[config.mk]
export PLATFORM = sky130hd
export DESIGN_NAME = mvm_config_loader
export DESIGN_NICKNAME = d
export VERILOG_FILES = /design/src/rtl/mvm_config_loader.sv
export SDC_FILE = /design/constraint.sdc
export NUM_CORES = 1
export LEC_CHECK = 0
export CELL_PAD_IN_SITES_DETAIL_PLACEMENT = 1
export CELL_PAD_IN_SITES_GLOBAL_PLACEMENT = 1
export CORE_AREA = 2 2 469 471
export CTS_BUF_LIST = sky130_fd_sc_hd__clkbuf_2 sky130_fd_sc_hd__clkbuf_4 sky130_fd_sc_hd__clkbuf_8
export DETAILED_ROUTE_END_ITERATION = 8
export DIE_AREA = 0 0 471 473
export DONT_BUFFER_PORTS = 1
export PLACE_DENSITY_LB_ADDON = 0.1
export RECOVER_POWER = 25
export SYNTH_ARGS = -nofsm -noshare
export SYNTH_HDL_FRONTEND = slang
export SYNTH_SLANG_ARGS = --single-unit
[constraint.sdc]
create_clock -name clk -period 6.7 [get_ports clk]
set_input_delay 1.005 -clock clk [delete_from_list [all_inputs] [get_ports clk]]
set_output_delay 1.005 -clock clk [all_outputs]
set_load 0.02 [all_outputs]
[src/rtl/mvm_config_loader.sv]
// Descriptor-driven sequencer that reads words from local memory and streams them
// to an MVM tile as AXI-S beats carrying the tile's tuser sideband.
module mvm_config_loader #(
  parameter int unsigned DATAW = 512,
  parameter int unsigned USERW = 75,
  parameter int unsigned IDW   = 2,
  parameter int unsigned DESTW = 4,
  parameter int unsigned ADDRW = 16
) (
  input  logic                   clk,
  input  logic                   rst,
  input  logic                   desc_valid,
  output logic                   desc_ready,
  input  logic                   desc_type,
  input  logic [DESTW-1:0]       desc_node,
  input  logic [5:0]             desc_dpe,
  input  logic [ADDRW-1:0]       desc_base,
  input  logic [9:0]             desc_len,
  input  logic                   desc_last,
  output logic                   mem_ren,
  output logic [ADDRW-1:0]       mem_raddr,
  input  logic [DATAW-1:0]       mem_rdata,
  output logic                   axis_tx_tvalid,
  input  logic                   axis_tx_tready,
  output logic [DATAW+USERW-1:0] axis_tx_tdata,
  output logic [IDW-1:0]         axis_tx_tid,
  output logic [DESTW-1:0]       axis_tx_tdest,
  output logic                   axis_tx_tlast,
  output logic                   busy,
  output logic                   done,
  output logic [31:0]            beat_count
);

  localparam int unsigned LENW      = 10;
  localparam int unsigned DPEW      = 6;
  localparam int unsigned RFAW      = 9;
  localparam int unsigned CMD_LSB   = 9;
  localparam int unsigned RF_EN_LSB = 11;
  localparam int unsigned RFENW     = USERW - RF_EN_LSB;
  localparam int unsigned INSTRW    = 32;
  localparam int unsigned TXW       = DATAW + USERW;
  localparam int unsigned CNTW      = 32;

  localparam logic [1:0] S_IDLE  = 2'd0;
  localparam logic [1:0] S_FETCH = 2'd1;
  localparam logic [1:0] S_LOAD  = 2'd2;
  localparam logic [1:0] S_SEND  = 2'd3;

  localparam logic [1:0] CMD_WEIGHT = 2'b11;

  typedef struct packed {
    logic             typ;
    logic [DESTW-1:0] node;
    logic [DPEW-1:0]  dpe;
    logic [ADDRW-1:0] base;
    logic [LENW-1:0]  len;
    logic             last;
  } desc_t;

  logic [1:0]       state_q, state_d;
  desc_t            desc_q, desc_d;
  logic [LENW-1:0]  idx_q, idx_d;
  logic             mem_ren_q, mem_ren_d;
  logic [ADDRW-1:0] mem_raddr_q, mem_raddr_d;
  logic             tvalid_q, tvalid_d;
  logic [TXW-1:0]   tdata_q, tdata_d;
  logic             tlast_q, tlast_d;
  logic             desc_ready_q, desc_ready_d;
  logic             busy_q, busy_d;
  logic             done_q, done_d;
  logic [CNTW-1:0]  beat_count_q, beat_count_d;

  logic [USERW-1:0] beat_user;
  logic [DATAW-1:0] beat_pay;
  logic             is_last_word;

  assign is_last_word = (idx_q == desc_q.len - LENW'(1));

  // Beat assembly from the word returned by memory in LOAD.
  always_comb begin : beat_build
    beat_user = '0;
    beat_pay  = DATAW'(mem_rdata[INSTRW-1:0]);
    if (desc_q.typ) begin
      beat_pay                              = mem_rdata;
      beat_user[USERW-1:RF_EN_LSB]          = RFENW'(1) << desc_q.dpe;
      beat_user[RF_EN_LSB-1:CMD_LSB]        = CMD_WEIGHT;
      beat_user[RFAW-1:0]                   = idx_q[RFAW-1:0];
    end
  end

  always_comb begin : next_state
    state_d      = state_q;
    desc_d       = desc_q;
    idx_d        = idx_q;
    mem_ren_d    = 1'b0;
    mem_raddr_d  = mem_raddr_q;
    tvalid_d     = tvalid_q;
    tdata_d      = tdata_q;
    tlast_d      = tlast_q;
    done_d       = 1'b0;
    beat_count_d = beat_count_q;

    case (state_q)
      S_IDLE: begin
        if (desc_valid) begin
          desc_d.typ  = desc_type;
          desc_d.node = desc_node;
          desc_d.dpe  = desc_dpe;
          desc_d.base = desc_base;
          desc_d.len  = desc_len;
          desc_d.last = desc_last;
          idx_d       = '0;
          if (desc_len != '0) begin
            state_d     = S_FETCH;
            mem_ren_d   = 1'b1;
            mem_raddr_d = desc_base;
          end else begin
            done_d = desc_last;
          end
        end
      end
      S_FETCH: state_d = S_LOAD;
      S_LOAD: begin
        tdata_d  = {beat_user, beat_pay};
        tlast_d  = is_last_word;
        tvalid_d = 1'b1;
        state_d  = S_SEND;
      end
      S_SEND: begin
        if (axis_tx_tready) begin
          tvalid_d     = 1'b0;
          beat_count_d = beat_count_q + CNTW'(1);
          if (is_last_word) begin
            state_d = S_IDLE;
            done_d  = desc_q.last;
          end else begin
            idx_d       = idx_q + LENW'(1);
            state_d     = S_FETCH;
            mem_ren_d   = 1'b1;
            // Address arithmetic wraps modulo the memory size.
            mem_raddr_d = desc_q.base + ADDRW'(idx_q + LENW'(1));
          end
        end
      end
      default: state_d = S_IDLE;
    endcase

    desc_ready_d = (state_d == S_IDLE);
    busy_d       = (state_d != S_IDLE);
  end

  always_ff @(posedge clk) begin
    if (rst) begin
      state_q      <= S_IDLE;
      desc_q       <= '0;
      idx_q        <= '0;
      mem_ren_q    <= 1'b0;
      mem_raddr_q  <= '0;
      tvalid_q     <= 1'b0;
      tdata_q      <= '0;
      tlast_q      <= 1'b0;
      desc_ready_q <= 1'b1;
      busy_q       <= 1'b0;
      done_q       <= 1'b0;
      beat_count_q <= '0;
    end else begin
      state_q      <= state_d;
      desc_q       <= desc_d;
      idx_q        <= idx_d;
      mem_ren_q    <= mem_ren_d;
      mem_raddr_q  <= mem_raddr_d;
      tvalid_q     <= tvalid_d;
      tdata_q      <= tdata_d;
      tlast_q      <= tlast_d;
      desc_ready_q <= desc_ready_d;
      busy_q       <= busy_d;
      done_q       <= done_d;
      beat_count_q <= beat_count_d;
    end
  end

  assign desc_ready     = desc_ready_q;
  assign mem_ren        = mem_ren_q;
  assign mem_raddr      = mem_raddr_q;
  assign axis_tx_tvalid = tvalid_q;
  assign axis_tx_tdata  = tdata_q;
  assign axis_tx_tid    = '0;
  assign axis_tx_tdest  = desc_q.node;
  assign axis_tx_tlast  = tlast_q;
  assign busy           = busy_q;
  assign done           = done_q;
  assign beat_count     = beat_count_q;

endmodule

==> flow_metrics.py <==
metrics = {
    "run_status": {
        "status": "finished, violations left",
        "failed_checks": "capacitance limit, slew limit",
    },
    "layout": {
        "nets": 3717,
        "mostFrequentLayoutCells": "dfxtp_1, nor2_1, a21oi_1",
        "drive_gt1_share_pct": 9.63,
        "final_common_cell": "dfxtp_1",
        "area_growth_syn_to_layout_pct": 23.7,
        "post-route-cell-area_mm2": 0.0331,
        "fill_cells": 25700,
    },
    "logic_synthesis": {
        "ys_types": 69,
        "ys_ff_latch": 690,
        "synth_flop_cell": "dfxtp_1",
        "async_reset_ff_share_pct": 0,
        "syn_inst": 3198,
        "yosysWarningCount": 0,
        "synth_edf_count": 0,
        "syn_avg_cell_area_um2": 8.37,
        "netlist_area_mm2": 0.0268,
        "yosysSeqAreaShare_pct": 51.6,
    },
    "floorplan": {
        "start_util_pct": 12.3,
        "pin_count": 1201,
        "die_area_mm2": 0.223,
        "placementRows": 172,
        "core_area_mm2": 0.218,
        "die_y_um": 473,
        "dieWidth_um": 471,
    },
    "sta": {
        "hold_ws_ns": 0.232,
        "clock_skew_ns": 0.0686,
        "setup_viol": 0,
        "relSlewSlack_pct": -131,
        "period_minus_slack_ns": 4.26,
        "fmax_mhz": 235,
        "rsz0062_at_grt": "no",
        "hold_viol": 0,
        "period_share_pct": 63.6,
        "setup-tns-final_ns": 0,
        "worst_pin_slew_ns": 3.46,
        "final-max-slew-violation-count": 366,
    },
    "global_route": {
        "grt_util_all_layers_pct": 14.3,
        "grt_pass1_wl_um": 219000,
        "grt_max_degree": 682,
        "grt_pass1_vias": 23100,
        "grt-ovfl-total": 0,
        "antenna_found_initial": 52,
    },
    "placed_design": {
        "hpwlAfterDp_um": 123000,
        "dpl_cell_area_mm2": 0.0297,
        "port_buffers": 0,
        "gp_congestion": 0.806,
    },
    "pwr": {
        "power_w": 0.0101,
        "peakVddDrop_uv": 175,
        "p_leak_nw": 12.3,
        "power_density_mw_per_mm2": 306,
    },
    "drt": {
        "routedLengthMet1_um": 61100,
        "first_pass_iters": 6,
        "route.met3.wl_um": 20100,
        "highest_layer": "met5",
        "avgViaCountPerCell": 3.64,
        "antenna_left": 0,
        "wire_per_inst_um": 27.0,
        "wl_met2_um": 81600,
        "vias": 22400,
        "drtIter0Drc": 1010,
        "post-route-drc-count": 0,
        "wl_um": 166000,
    },
    "cts": {
        "cts_max_level": 4,
        "cts_buffers": 156,
        "holdBufCountCts": 0,
        "cts_sinks": 690,
        "cts_tree": "built",
        "path_clk_slew_ns": 0.06,
        "cts_root_buf": "clkbuf_8",
        "postCtsSetupRepairBufs": 0,
        "insertion_delay_ns": 0.90,
        "cts.path.max_buffers": 3,
        "cts_resized": 0,
    },
    "worst_hold_path": {
        "hold_start": "rst",
        "worst_hold_path.endpoint": "beat_count[9]$_SDFFE_PP0P_",
        "hold_path.class": "in -> reg",
        "hold_depth": 1,
    },
    "worst_setup_path": {
        "max_stage_delay_ns": 1.43,
        "r2r_slack_ns": 2.44,
        "crit_start": "state_q[0]$_SDFF_PP0_",
        "crit_slowest_cell": "ha_1",
        "setup.worst_path.end_class": "flop",
        "cp.arrival_ns": 5.00,
        "reg2reg_to": "axis_tx_tdata[283]$_SDFFE_PP0P_",
        "crit-reg2reg-launch": "state_q[0]$_SDFF_PP0_",
        "critPathRequiredTime_ns": 7.44,
        "path_class": "reg -> reg",
        "startpoint_type": "flop",
        "crit_chain": "inv_1, ha_1, and2_4, buf_12, a21oi_1, nor2_1",
        "reg2reg_depth": 6,
        "critical_path.max_fanout": 146,
    },
    "job": {
        "drv_cap": 2,
    },
}
==> layer usage <==
metal / vias to the layer above / track usage (%)
li1: 10400 / -
met1: 10800 / 14.9
met2: 907 / 24.6
met3: 243 / 8.26
met4: 36 / 3.32
met5: - / 0
==> per-stage QoR <==
stage                     cells  setup WS [ns]  utilization (%)
after floorplan            3199           4.24                -
after global placement     5857           3.38             13.6
after detailed placement   5857           3.48             13.6
after CTS                  6133           3.47             15.2
after global routing       6143           2.18             15.2
final                      6154           2.44             15.2
==> cells by family (layout without fill, tap and decap cells) <==
group	count (synthesis)	in the layout	share of synthesized area, %
other	1	23	0.0140
flip-flops	690	690	51.6
XOR/XNOR	42	42	1.37
adder cells (fa/ha/maj)	19	19	0.917
AND/OR/NAND/NOR	1432	1432	26.4
AO/OA/AOI/OAI	721	721	14.4
buffers and inverters	249	312	3.61
multiplexers	44	44	1.65
==> cells in the mapped netlist, types with 19 or more instances <==
cell | count | share of area [%]
dfxtp_1 | 690 | 52
nor2_1 | 638 | 9.0
a21oi_1 | 628 | 12
nor2b_1 | 554 | 13
clkbuf_1 | 213 | 3.0
nand2_1 | 124 | 1.7
mux2i_1 | 44 | 1.6
nand3_1 | 26 | 0.49
xor2_1 | 25 | 0.82
nor3_1 | 19 | 0.36
==> state kept, by name, summed over array words and instances, names as in the netlist <==
| register | cells |
|---|---|
| mem_ren | 1 |
| mem_raddr | 16 |
| axis_tx_tlast | 1 |
| axis_tx_tdata | 586 |
| axis_tx_tvalid | 1 |
| axis_tx_tdest | 4 |
| state_q | 2 |
| desc_ready | 1 |
| idx_q | 10 |
| busy | 1 |
| desc_q | 34 |
| beat_count | 32 |
| done | 1 |
==> power by group <==
group          switching, W  leakage, nW  internal, W
combinational      0.000348         4.92     0.000147
clock               0.00229         1.78      0.00301
sequential         0.000164         5.57      0.00418
==> final cells by class <==
class                           count  area, µm²  area share (%)
Antenna cell                       21       52.6           0.159
Tap cell                         2871       3590            10.9
Timing Repair Buffer               18        215           0.650
Multi-Input combinational cell   2260      12000            36.2
Inverter                           18       67.6           0.204
Clock inverter                     21        254           0.767
Clock buffer                      255       3110            9.39
Sequential cell                   690      13800            41.7
==> worst max-delay path by stage <==
stage	slack, ns	depth (start not counted)	end
finish	2.44	6	axis_tx_tdata[283]$_SDFFE_PP0P_
global route	2.18	7	axis_tx_tdata[531]$_SDFFE_PP0P_
CTS	3.47	8	beat_count[30]$_SDFFE_PP0P_
detailed placement	3.48	8	mem_raddr[12]$_SDFFE_PP0P_
global placement	3.38	8	mem_raddr[12]$_SDFFE_PP0P_
floorplan	4.24	7	beat_count[30]$_SDFFE_PP0P_
==> critical path, delay by kind of cell, from the launching register on <==
family                   cells  cell delay, ns
AO/OA/AOI/OAI                1            0.18
adder cells (fa/ha/maj)      1            1.43
buffers and inverters        2            0.49
flip-flops                   1            0.34
AND/OR/NAND/NOR              2            1.02
Power figures use the tool's default switching activity.
